## config.mk

```make
export PLATFORM = sky130hd
export DESIGN_NAME = controlador_display_n_dig
export DESIGN_NICKNAME = d
export VERILOG_FILES = /design/src/rtl/controlador_display_n_dig.sv
export SDC_FILE = /design/constraint.sdc
export NUM_CORES = 1
export LEC_CHECK = 0
export CAP_MARGIN = 30
export CELL_PAD_IN_SITES_DETAIL_PLACEMENT = 0
export CELL_PAD_IN_SITES_GLOBAL_PLACEMENT = 1
export CORE_MARGIN = 8
export CORE_UTILIZATION = 30
export DETAILED_ROUTE_END_ITERATION = 10
export HOLD_SLACK_MARGIN = 0.03
export PLACE_DENSITY = 0.55
export SLEW_MARGIN = 20
export SYNTH_ARGS = -nofsm -noshare
export SYNTH_HDL_FRONTEND = slang
export SYNTH_SLANG_ARGS = --single-unit
```

## constraint.sdc

```tcl
create_clock -name i_Clk -period 3.3 [get_ports i_Clk]
set_input_delay 0.495 -clock i_Clk [delete_from_list [all_inputs] [get_ports i_Clk]]
set_output_delay 0.495 -clock i_Clk [all_outputs]
set_load 0.005 [all_outputs]
```

## src/rtl/controlador_display_n_dig.sv

```systemverilog
// Time-multiplexed N-digit 7-segment driver: hex decode, per-digit points,
// PWM brightness, optional leading-zero blanking and frame-aligned data loads.
module controlador_display_n_dig #(
  parameter int NUM_DIG          = 4,
  parameter int PRESC_BITS       = 16,
  parameter int BRIGHT_BITS      = 4,
  parameter int ANODE_ACTIVE_LOW = 1,
  parameter int SEG_ACTIVE_LOW   = 1
) (
  input  logic                   i_Clk,
  input  logic                   i_Rst,
  input  logic [4*NUM_DIG-1:0]   i_Datos,
  input  logic [NUM_DIG-1:0]     i_Punto,
  input  logic                   i_Carga,
  input  logic [BRIGHT_BITS-1:0] i_Brillo,
  input  logic                   i_Blank_Ceros,
  output logic [NUM_DIG-1:0]     o_Anodo,
  output logic [6:0]             o_Segmentos,
  output logic                   o_Punto,
  output logic                   o_Fin_Barrido
);

  localparam int IDX_W = (NUM_DIG > 1) ? $clog2(NUM_DIG) : 1;
  localparam logic [IDX_W-1:0] IDX_LAST = IDX_W'(NUM_DIG - 1);

  // XOR masks that turn active-high internal values into pin polarity;
  // they double as the "everything off" reset values.
  localparam logic [NUM_DIG-1:0] AN_OFF  = (ANODE_ACTIVE_LOW != 0) ? {NUM_DIG{1'b1}} : {NUM_DIG{1'b0}};
  localparam logic [6:0]         SEG_OFF = (SEG_ACTIVE_LOW != 0) ? 7'h7F : 7'h00;
  localparam logic               PT_OFF  = (SEG_ACTIVE_LOW != 0) ? 1'b1 : 1'b0;

  logic [PRESC_BITS-1:0] cnt;
  logic [IDX_W-1:0]      idx;
  logic                  frame_edge;

  logic [4*NUM_DIG-1:0]  act_datos;
  logic [NUM_DIG-1:0]    act_punto;
  logic [4*NUM_DIG-1:0]  pend_datos;
  logic [NUM_DIG-1:0]    pend_punto;
  logic                  pend_flag;

  logic [3:0]            sel_nib;
  logic                  sel_pt;
  logic                  sel_blank;
  logic [NUM_DIG-1:0]    sel_onehot;
  logic                  zero_run;
  logic [6:0]            seg_hex;
  logic [6:0]            seg_hi;
  logic                  anode_on;
  logic [NUM_DIG-1:0]    an_hi;

  assign frame_edge = (cnt == {PRESC_BITS{1'b1}}) && (idx == IDX_LAST);

  always_ff @(posedge i_Clk or posedge i_Rst) begin
    if (i_Rst) begin
      cnt <= '0;
      idx <= '0;
    end else begin
      cnt <= cnt + 1'b1;
      if (cnt == {PRESC_BITS{1'b1}}) begin
        if (idx == IDX_LAST) idx <= '0;
        else                 idx <= idx + 1'b1;
      end
    end
  end

  // A load coinciding with the frame edge bypasses the pending register so
  // the new data is shown in the frame that is just starting.
  always_ff @(posedge i_Clk or posedge i_Rst) begin
    if (i_Rst) begin
      act_datos  <= '0;
      act_punto  <= '0;
      pend_datos <= '0;
      pend_punto <= '0;
      pend_flag  <= 1'b0;
    end else if (frame_edge) begin
      if (i_Carga) begin
        act_datos <= i_Datos;
        act_punto <= i_Punto;
        pend_flag <= 1'b0;
      end else if (pend_flag) begin
        act_datos <= pend_datos;
        act_punto <= pend_punto;
        pend_flag <= 1'b0;
      end
    end else if (i_Carga) begin
      pend_datos <= i_Datos;
      pend_punto <= i_Punto;
      pend_flag  <= 1'b1;
    end
  end

  // Walk from the most significant digit down; zero_run stays high while
  // every nibble seen so far is zero, which is exactly the blanking condition.
  always_comb begin
    sel_nib    = 4'h0;
    sel_pt     = 1'b0;
    sel_blank  = 1'b0;
    sel_onehot = '0;
    zero_run   = 1'b1;
    for (int k = NUM_DIG - 1; k >= 0; k--) begin
      zero_run = zero_run && (act_datos[4*k +: 4] == 4'h0);
      if (idx == IDX_W'(k)) begin
        sel_nib       = act_datos[4*k +: 4];
        sel_pt        = act_punto[k];
        sel_blank     = zero_run && (k != 0);
        sel_onehot[k] = 1'b1;
      end
    end
  end

  always_comb begin
    seg_hex = 7'h00;
    case (sel_nib)
      4'h0: seg_hex = 7'h3F;
      4'h1: seg_hex = 7'h06;
      4'h2: seg_hex = 7'h5B;
      4'h3: seg_hex = 7'h4F;
      4'h4: seg_hex = 7'h66;
      4'h5: seg_hex = 7'h6D;
      4'h6: seg_hex = 7'h7D;
      4'h7: seg_hex = 7'h07;
      4'h8: seg_hex = 7'h7F;
      4'h9: seg_hex = 7'h6F;
      4'hA: seg_hex = 7'h77;
      4'hB: seg_hex = 7'h7C;
      4'hC: seg_hex = 7'h39;
      4'hD: seg_hex = 7'h5E;
      4'hE: seg_hex = 7'h79;
      4'hF: seg_hex = 7'h71;
      default: seg_hex = 7'h00;
    endcase
  end

  // cnt == 0 keeps every anode dark for one clock so the previous digit's
  // segments never ghost onto the next digit.
  always_comb begin
    seg_hi   = (i_Blank_Ceros && sel_blank) ? 7'h00 : seg_hex;
    anode_on = (cnt != '0) && (cnt[PRESC_BITS-1 -: BRIGHT_BITS] <= i_Brillo);
    an_hi    = anode_on ? sel_onehot : '0;
  end

  always_ff @(posedge i_Clk or posedge i_Rst) begin
    if (i_Rst) begin
      o_Anodo       <= AN_OFF;
      o_Segmentos   <= SEG_OFF;
      o_Punto       <= PT_OFF;
      o_Fin_Barrido <= 1'b0;
    end else begin
      o_Anodo       <= an_hi ^ AN_OFF;
      o_Segmentos   <= seg_hi ^ SEG_OFF;
      o_Punto       <= sel_pt ^ PT_OFF;
      o_Fin_Barrido <= frame_edge;
    end
  end

endmodule

```

## After elaboration in Yosys (flattened, before gate mapping)

Memories as Yosys holds them, arrays and structs flattened.
Index checks and enable logic that the tools add are counted.

- Register bits: 72
- Bits in latches: 0
- Memory bits (writable): 0
- Bits in read-only memories: 112
- Bits of input ports: 28
- Output and inout bits: 13
- Logic and storage cells: 62
- Memories kept: 1

Memories:

| name | words | width | read ports | clocked after Yosys merged registers in | wr ports | line | text |
|---|---|---|---|---|---|---|---|
| (no name shown) | 16 | 7 | 1 | 0 | 0 | 114 | `case (sel_nib)` |

- Add/subtract/negate cells: 2
- Multiply operators: 0
- Divide/modulo/power cells: 0
- Magnitude comparators: 1
- Equal/unequal tests: 4
- Shifts and indexed selects: 0
- Mux-type cells: 25
- Bitwise operators: 4
- Reduce and logical (&&, ||, !) cells: 14

Operator list:

| kind | number |
|---|---|
| two-way mux 16 bit | 2 |
| two-way mux 4 bit | 7 |
| adder 16 x 1 -> 16 bit (second input constant) | 1 |
| == test 16 bit (second input constant) | 1 |
| nonzero test 16 bit | 1 |
| two-way mux 1 bit | 14 |
| zero test 4 bit | 3 |
| two-way mux 7 bit | 1 |
| inverter 7 bit | 1 |
| logical AND 1 bit | 5 |
| == test 2 bit (second input constant) | 2 |
| <= comparator 4 bit | 1 |
| inverter 4 bit | 1 |
| AND reduction 2 bit | 2 |
| nonzero test 2 bit | 2 |
| adder 2 x 1 -> 2 bit (second input constant) | 1 |
| == test 2 x 1 -> 1 bit (second input constant) | 1 |
| zero test 2 bit | 1 |
| two-way mux 2 bit | 1 |
| inverter 1 bit | 2 |

## Longest topological paths before layout

- Depth after elaboration: 8
- Gate-level depth with buffers: 11
- Depth with buffers taken out: 10

## Worst setup path before layout

No wires, ideal clock.

- Kind: reg-to-reg
- From: register idx[0]
- To: register o_Segmentos[6]
- Setup time: 0.079 ns
- Arrival: 2.325 ns
- Data required time: 3.221 ns
- Slack: 0.896 ns
- Stages on the path, launching flop included: 11
- Buffers on the path: 1
- Period minus slack after synthesis: 2.404 ns
- Path through: dfrtp_1 inv_1 ha_1 buf_2 nor2b_1 a221o_1 a22oi_1 inv_1 ha_1 mux2_2 a22o_1

- Cells in the longest elaborated chain, start to end: 8
- Elaborated cells between the ends (all ways): 16
- Those cells by class: eq/ne (3); mux (9); bitwise (1); reduce/logical (2); memory (1)

RTL lines:

| what | line | text |
|---|---|---|
| start, declared | 33 | `logic [IDX_W-1:0] idx;` |
| start signal, assigned | 62 | `else idx <= idx + 1'b1;` |
| == test 2 bit | 103 | `if (idx == IDX_W'(k)) begin` |
| two-way mux 4 bit / two-way mux 1 bit (equally long branches) (4 in a row) | 103 |  |
| memory read (16 x 7 bit) / logical AND 1 bit (equally long branches) | n/a |  |
| two-way mux 7 bit (*) | 138 | `seg_hi = (i_Blank_Ceros && sel_blank) ? 7'h00 : seg_hex;` |
| inverter 7 bit (no line) (*) | n/a |  |
| end signal, assigned | 151 | `o_Segmentos <= seg_hi ^ SEG_OFF;` |
| end, declared | 18 | `output logic [6:0] o_Segmentos,` |

Every way passes the cells marked *; elsewhere a longest branch is shown, timed or not.
A chain may end at the register's enable or synchronous reset.

## Final worst setup path

Ends and elaborated chain as after synthesis.

==> flow_summary.json <==
{
  "vias": 2317,
  "worstPathArrival_ps": 2820,
  "post-route-period-util": 0.776,
  "syn_nets": 329,
  "layout_common_cells": "dfrtp_1 (60), clkdlybuf4s50_1 (40), mux2_2 (38)",
  "hold_end": "o_Punto$_DFF_PP1_",
  "dr.pass1.iters": 4,
  "cp-end-kind": "flop",
  "critical-path-slowest-cell": "dfrtp_1",
  "grt_pass1_wl_mm": 13.1,
  "postRouteAntennaNets": 0,
  "grt_pass1_vias": 2546,
  "worstReg2RegStart": "idx[0]$_DFFE_PP0N_",
  "antenna_found_initial": 0,
  "route.detailed.drc": 0,
  "dieArea_mm2": 0.0160,
  "r2r-end": "o_Segmentos[6]$_DFF_PP1_",
  "numCtsBuffers": 9,
  "crit_chain": "inv_1 > ha_1 > nor2b_1 > a221o_1 > a22oi_1 > buf_4 > inv_1 > ha_1 > mux2_2 > a22o_1",
  "hold_path_startpoint": "act_punto[0]$_DFFE_PP0P_",
  "crit_buf_inv": 3,
  "fin_total_pwr_mw": 1.99,
  "synth_seq_area_share": 0.497,
  "cts_resized": 0,
  "synth_edf_count": 0,
  "grt-ovfl-total": 0,
  "core-area_mm2": 0.0120,
  "viasPerCell": 4.81,
  "synth-main-ff-cell": "dfrtp_1",
  "max_stage_delay_ps": 420,
  "clk_latency_ps": 330,
  "cts.path.max_buffers": 2,
  "setup_ws_ps": 738,
  "yosysUniqueCellTypes": 46,
  "crit_family": "compound AO/OA/AOI/OAI gates",
  "setup_viol_count_final": 0,
  "fmax_mhz": 390,
  "holdPathStages": 1,
  "cts_tree": "done",
  "rrSetupSlack_ps": 740,
  "startpoint_type": "flop",
  "std_cell_rows": 40,
  "grt_max_degree": 41,
  "hold_path.class": "flop to flop",
  "critPathRequiredTime_ps": 3560,
  "cts_setup_buffers": 0,
  "fin_crit_ps": 2560,
  "place_ws_ps": 739,
  "cts.clk_slew.worst_paths_ps": 60,
  "synth.avg_cell_area_um2": 12.8,
  "crit_fanout": 10,
  "grt_use_total": 0.105,
  "fp.dieH_um": 126,
  "setup_tns_ps": 0,
  "gp_congestion": 0.769,
  "worst_pin_slew_ps": 738,
  "dp_hpwl_mm": 5.37,
  "clock_sinks": 72,
  "root_buffer": "clkbuf_16",
  "maxCapViolations": 0,
  "routedWlPerCell_um": 15.8,
  "h-tree-depth": 3,
  "async_flop_share": 1.00,
  "start_util": 0.305,
  "hold_viol": 0,
  "ir_worst_vdd_v": 0.000319,
  "path_class": "flop to flop",
  "syn_inst": 285,
  "layout.nets": 374,
  "synth-seq-cells": 72,
  "worst_r2r_path_depth": 10,
  "portBuffers": 40,
  "report.final.slew_viol_count": 0,
  "cellPowerDensity_mw_per_mm2": 445,
  "area_growth_pct": 22.5,
  "leakage_nw": 1.94,
  "rsz0062_at_grt": "no",
  "drive_above_1_share": 0.269,
  "dieWidth_um": 126,
  "fin_skew_ps": 7.75,
  "status": "complete, no violations",
  "relSlewSlack": 0.507,
  "routed_wl_mm": 7.60,
  "antenna_cells": 0,
  "ctsHoldBuffers": 0,
  "drt_iter0_markers": 190,
  "mostFrequentLayoutCell": "dfrtp_1",
  "yosysWarningCount": 0,
  "syn_area_mm2": 0.00365,
  "num_io_pins": 41
}
[layer usage]
layer | vias to the layer above | track usage | part of all wire
met3 | 6 | 0.0432 | 0.043
li1 | 1115 | - | -
met4 | 0 | 0.0340 | 0.010
met1 | 1158 | 0.119 | 0.44
met2 | 38 | 0.175 | 0.51
met5 | - | 0 | 0
[Yosys cell counts, types with 3 or more instances]
cell      instances  area share
mux2_2           38        0.12
mux2i_1          12       0.033
inv_1            16       0.016
dfrtp_1          60        0.41
nand3_1          10       0.014
ha_1             16       0.055
a21oi_1           5      0.0068
o21ai_0           5      0.0068
nor2b_1           3      0.0051
a221oi_1          3      0.0072
nand2_1           9      0.0092
nor3_1            3      0.0041
nor2_1            9      0.0092
a221o_1           3      0.0082
xor2_1            5       0.012
dfstp_2          12       0.086
xnor2_1           9       0.022
nor4_1            5      0.0086
mux2_4           16       0.066
nand4_1           6       0.010
clkbuf_1          4      0.0041
[flip-flops by register name, indices dropped and copies added, names as in the netlist]
register       count
pend_flag          1
idx                2
act_punto          4
pend_datos        16
act_datos         16
cnt               16
o_Segmentos        7
o_Anodo            4
pend_punto         4
o_Fin_Barrido      1
o_Punto            1
[cells by family (layout without fill, tap and decap cells)]
group	after synthesis	in the layout	share of synthesized area
XOR/XNOR	14	14	0.0336
AND/OR/NAND/NOR	61	61	0.0986
multiplexers	66	66	0.216
buffers and inverters	27	77	0.0425
AO/OA/AOI/OAI	29	29	0.0575
adder cells (fa/ha/maj)	16	16	0.0548
flip-flops	72	72	0.497
[through the flow]
stage / instance area [um^2] / std cells / hold WS [ps] / utilization
after detailed placement: 4190 / 466 / 425 / 0.351
after CTS: 4470 / 482 / 436 / 0.374
after floorplan: 3650 / 285 / 389 / -
final: 4470 / 482 / 424 / 0.374
after global routing: 4470 / 482 / 449 / 0.374
after global placement: 4190 / 466 / 424 / 0.351
[report_power, final]
group          switching [mW]  internal [mW]  total, mW
sequential             0.0104          0.909      0.920
combinational          0.0537         0.0773      0.131
clock                   0.358          0.582      0.940
[how the worst max path moves through the flow]
stage	start	endpoint	cells past startpoint
floorplan	idx[0]$_DFFE_PP0N_	o_Segmentos[6]$_DFF_PP1_	10
global placement	idx[0]$_DFFE_PP0N_	o_Segmentos[6]$_DFF_PP1_	10
detailed placement	idx[0]$_DFFE_PP0N_	o_Segmentos[6]$_DFF_PP1_	10
CTS	idx[0]$_DFFE_PP0N_	o_Segmentos[6]$_DFF_PP1_	10
global route	idx[0]$_DFFE_PP0N_	o_Segmentos[3]$_DFF_PP1_	10
finish	idx[0]$_DFFE_PP0N_	o_Segmentos[6]$_DFF_PP1_	10
[cell type report]
type,instances,area [um^2]
Tap cell,147,184
Fill cell,1159,7490
Multi-Input combinational cell,186,1680
Clock buffer,12,236
Sequential cell,72,1820
Clock inverter,4,45.0
Inverter,16,60.1
Timing Repair Buffer,45,450
No activity file was read; power rests on OpenSTA's default activity.
==> RTL edit 1, RTL diff (config.mk and constraints unchanged) <==
The parameter `NUM_DIG` goes from 4 to 8.
--- a/src/rtl/controlador_display_n_dig.sv
+++ b/src/rtl/controlador_display_n_dig.sv
@@ -3,3 +3,3 @@
 module controlador_display_n_dig #(
-  parameter int NUM_DIG          = 4,
+  parameter int NUM_DIG          = 8,
   parameter int PRESC_BITS       = 16,
Ports: changed (resized i_Datos, i_Punto and o_Anodo); port bits go from 41 to 65. The function was not compared with the original's and may differ.
==> RTL edit 1 against the unedited design <==
- sequential cell count is 45 higher
- final cell count is 80% higher
- clock power is 100% higher
- combinational power is 100% higher
- power is 84% higher
- first-iteration DRC count is 26% higher
- wire length is 90% higher
- setup slack worse by 0.28 ns
- sequential power is 64% higher
- synthesized area is 66% higher
- synthesized cell count is 82% higher
- cell area is 69% higher
==> RTL edit 1: results (changes against the unedited design) <==
Status
  – Run status: finished, final reports clean

Drt
  – Detailed Route WL: 14500 microns (+90%)
  – Vias per Instance: 4.69 (-2.4%)
  – Vias: 4080 (+76%)
  – Iteration-0 DRC Markers: 239 (+26%)

Layout
  – Share of layout cells above drive strength 1: 20.2% (-6.7 points)
  – Fin nets: 653 (+75%)
  – # fillers: 1998 (+72%)
  – Largest registers: act_datos (32), pend_datos (32), cnt (16)

Power
  – Static Leak: 3.41 nW (+76%)
  – Peak supply drop: 0.261 mV (-18%)

Clock network
  – Worst skew pair latency: 0.41 ns (+0.08 ns)
  – H-tree levels: 4 (+1)
  – CTS Buf Count: 17 (+8)
  – Clock root buffer: clkbuf_16
  – Number of post-CTS setup repair buffers: 0 (unchanged)

Global routing
  – Largest net degree at the start of global routing: 50 (+22%)
  – Vias in the first global route: 4406 (+73%)
  – Total Routing Usage GR: 12.4% (+1.9 points)
  – First-pass GRT wire length: 23900 microns (+83%)

Synthesis
  – Post-synthesis sequential area ratio: 48.5% (-1.2 points)
  – Top cells by count, synth: 101 x dfrtp_1, 55 x nand2_1, 45 x mux2i_1
  – Cell count after synthesis: 519 (+82%)
  – Number of distinct library cells after synthesis: 71 (+54%)
  – Synth area leaders: dfrtp_1 42%, mux2_4 9.9%, mux2i_1 7.4%
  – Synth top area share: 41.6% (+0.49 points)

Placed design
  – IO Port Bufs: 64 (+60%)
  – Dpl cells: 838 (+80%)
  – Gpl congestion: 0.874 (+14%)
  – HPWL after DPL: 10400 microns (+93%)

STA
  – Max Clock Skew: 0.00559 ns (-0.00216 ns)

Worst setup path
  – Arr. time, crit path: 3.17 ns (+0.35 ns)
  – Largest fanout on the critical path: 9 (-1)

Worst hold path
  – HP Class: in -> reg
==> RTL edit 1: cell types whose count changed after synthesis, sizes merged, moves of 4 or more <==
cell	delta
clkbuf	+9
nand2	+46
inv	+4
xnor2	+5
nand2b	+9
mux2i	+33
dfstp	+4
xor2	-4
buf	+10
dfrtp	+41
or4	+4
o21ai	+46
mux2	-12
==> RTL edit 1: final cells by class <==
| type | instances | area (sq um) | area share [%] |
|---|---|---|---|
| Tap cell | 270 | 338 | 4.46 |
| Clock buffer | 23 | 478 | 6.30 |
| Clock inverter | 9 | 125 | 1.65 |
| Sequential cell | 117 | 2950 | 38.9 |
| Inverter | 20 | 78.8 | 1.04 |
| Timing Repair Buffer | 79 | 786 | 10.4 |
| Multi-Input combinational cell | 352 | 2830 | 37.3 |
==> RTL edit 1: final timing paths <==
kind | depth (start not counted) | endpoint | startpoint | slack [ns]
worst max-delay path | 10 | o_Segmentos[0] | idx[0] | 0.46
worst min-delay path | 3 | pend_flag | i_Carga | 0.42
worst max register to register | 10 | o_Segmentos[0] | idx[0] | 0.46
worst min register to register | 2 | act_datos[1] | act_datos[1] | 0.49
max in group asynchronous | 3 | o_Anodo[3] | i_Rst | 2.06
min in group asynchronous | 2 | pend_datos[20] | i_Rst | 0.43
==> RTL edit 1: power by group <==
group	internal [mW]	switching, mW	leakage (nW)
sequential	1.49	0.0259	1.47
clock	1.24	0.638	0.293
combinational	0.159	0.107	1.65
==> RTL edit 1: metrics by stage <==
stage                     area (sq um)  hold WS [ns]
after CTS                         7580         0.412
after global routing              7580         0.434
after detailed placement          6980         0.486
after floorplan                   6080         0.441
final                             7580         0.421
after global placement            6980         0.476
==> RTL edit 1: cell families (layout without fill, tap and decap cells) <==
group                      count (synthesis)  count (layout)  share of synthesized area, %
AOI/OAI and AO/OA                        101             101                          11.4
xor gates and xnor gates                  15              15                          2.16
adders and majority gates                 18              18                          3.71
buffers and inverters                     50             131                          4.98
DFF                                      117             117                          48.5
muxes                                     87              87                          17.7
and+or+nand+nor                          131             131                          11.6
==> RTL edit 1: critical path, stage by stage (launching register included) <==
cell,delay (ns)
dfrtp_1,0.41
ha_1,0.20
ha_1,0.38
nor2_1,0.12
a221oi_2,0.33
a221oi_2,0.11
o22ai_2,0.33
inv_1,0.15
ha_1,0.23
or3_1,0.37
o311a_1,0.12
==> RTL edit 1: routing by layer <==
metal  share of wire [%]  track usage, %
met3                 4.4            3.53
met1                  49            16.5
met5                   0               0
met4                 1.5            4.76
met2                  45            18.7
==> RTL edit 2, RTL diff (config.mk and constraints unchanged) <==
Without the edit above. The output `o_Segmentos` loses its register stage (`o_Segmentos` becomes a continuous assignment).
--- a/src/rtl/controlador_display_n_dig.sv
+++ b/src/rtl/controlador_display_n_dig.sv
@@ -145,3 +145,2 @@
       o_Anodo       <= AN_OFF;
-      o_Segmentos   <= SEG_OFF;
       o_Punto       <= PT_OFF;
@@ -150,3 +149,2 @@
       o_Anodo       <= an_hi ^ AN_OFF;
-      o_Segmentos   <= seg_hi ^ SEG_OFF;
       o_Punto       <= sel_pt ^ PT_OFF;
@@ -156,2 +154,4 @@
 
+  assign o_Segmentos = seg_hi ^ SEG_OFF;
+
 endmodule
Check against the original RTL: not equivalent (Yosys sat finds a counterexample within 4 cycles, from zero or initial values and one cycle with i_Rst high).
==> RTL edit 2 against the unedited design <==
- setup slack got worse by 0.56 ns
- sequential cell count is 7 lower
- power fell by 0.91%
- register-to-register slack improved by 0.20 ns
- wire length fell by 2.0%
- sequential power decreased by 9.5%
- final cell count unchanged
- cell area grew 0.70%
- via count fell by 2.2%
- synthesized area decreased by 5.0%
- sequential share of layout area fell by 4.3 points
- critical endpoint is now o_Segmentos[4]
- largest cell class is now multi-input gates
==> RTL edit 2: results (changes against the unedited design) <==
Layout
  – Sequential portion of the cell area: 36.3% (-4.3 points)
  – Fraction of area in multi-input gates: 39.4% (+1.8 points)
  – Share of layout cells above drive strength 1: 33.3% (+6.5 points)
  – Signal buffers: 56 (+24%)

Global routing
  – Met2 usage: 16.6% (-0.89 points)
  – Met1 usage: 13.7% (+1.8 points)
  – Largest net degree at the start of global routing: 35 (-15%)
  – Vias in the first global route: 2416 (-5.1%)
  – M3 GR Usage: 3.01% (-1.3 points)

Drt
  – Detailed Route WL: 7450 microns (-2.0%)
  – Iteration-0 DRC Markers: 78 (-59%)
  – Met2 wire length: 3560 microns (-8.2%)
  – Vias per Instance: 4.70 (-2.2%)
  – Met1 wire length: 3510 microns (+5.6%)
  – Routed wl met3: 345 microns (+6.8%)

Clock network
  – Num Clock Sinks: 65 (-9.7%)

Placed design
  – HPWL after DPL: 5450 microns (+1.6%)
  – Gpl congestion: 0.783 (+1.9%)
  – Pre-CTS worst setup slack: 0.0943 ns (-0.645 ns)

Worst setup path
  – R2R cell count: 6 (-4)
  – Worst R2R Setup Slack: 0.94 ns (+0.20 ns)
  – Max incr delay on CP: 0.53 ns (+0.11 ns)
  – Reg-to-reg startpoint: cnt[0]
  – Crit-path leading delay family: buffers and inverters
  – CP endpoint kind: output pin

Power
  – Internal power: 1.58 mW (+0.78%)

STA
  – Hold slack: 0.430 ns (+0.00520 ns)

Synthesis
  – Cell count after synthesis: 278 (-2.5%)
  – Post-synthesis compound-gate area fraction: 6.06% (+0.30 points)
  – Post-synthesis sequential area ratio: 47.0% (-2.7 points)
  – Mapped Nets: 322 (-2.1%)
  – XOR/XNOR share of the synthesized area: 3.53% (+0.18 points)

Die
  – Die span in x: 124 microns (-2.2%)

Status
  – Run status: finished, final reports clean
## RTL edit 2: cell count changes after synthesis
cell | unedited run | this run
dfstp_2 | 12 | 5
nand3_1 | 10 | 9
xor2_1 | 5 | 6
and3_1 | 2 | 3
xnor2_1 | 9 | 8
## RTL edit 2: power groups by stage
stage | combinational (mW) | clock (mW) | sequential [mW]
6_report | 0.129 | 1.01 | 0.833
5_1_grt | 0.143 | 1.09 | 0.836
4_1_cts | 0.134 | 1.05 | 0.833
3_5_place_dp | 0.133 | 0 | 0.847
3_3_place_gp | 0.132 | 0 | 0.846
2_1_floorplan | 0.0776 | 0 | 0.844
## RTL edit 2: how the worst max path moves through the flow
stage,slack [ns],cells after the start,endpoint
6_report,0.18,9,o_Segmentos[4]
5_1_grt,0.03,9,o_Segmentos[4]
4_1_cts,-0.11,9,o_Segmentos[6]
3_5_place_dp,0.09,11,o_Segmentos[6]
3_3_place_gp,0.15,9,o_Segmentos[0]
2_1_floorplan,0.46,10,o_Segmentos[6]
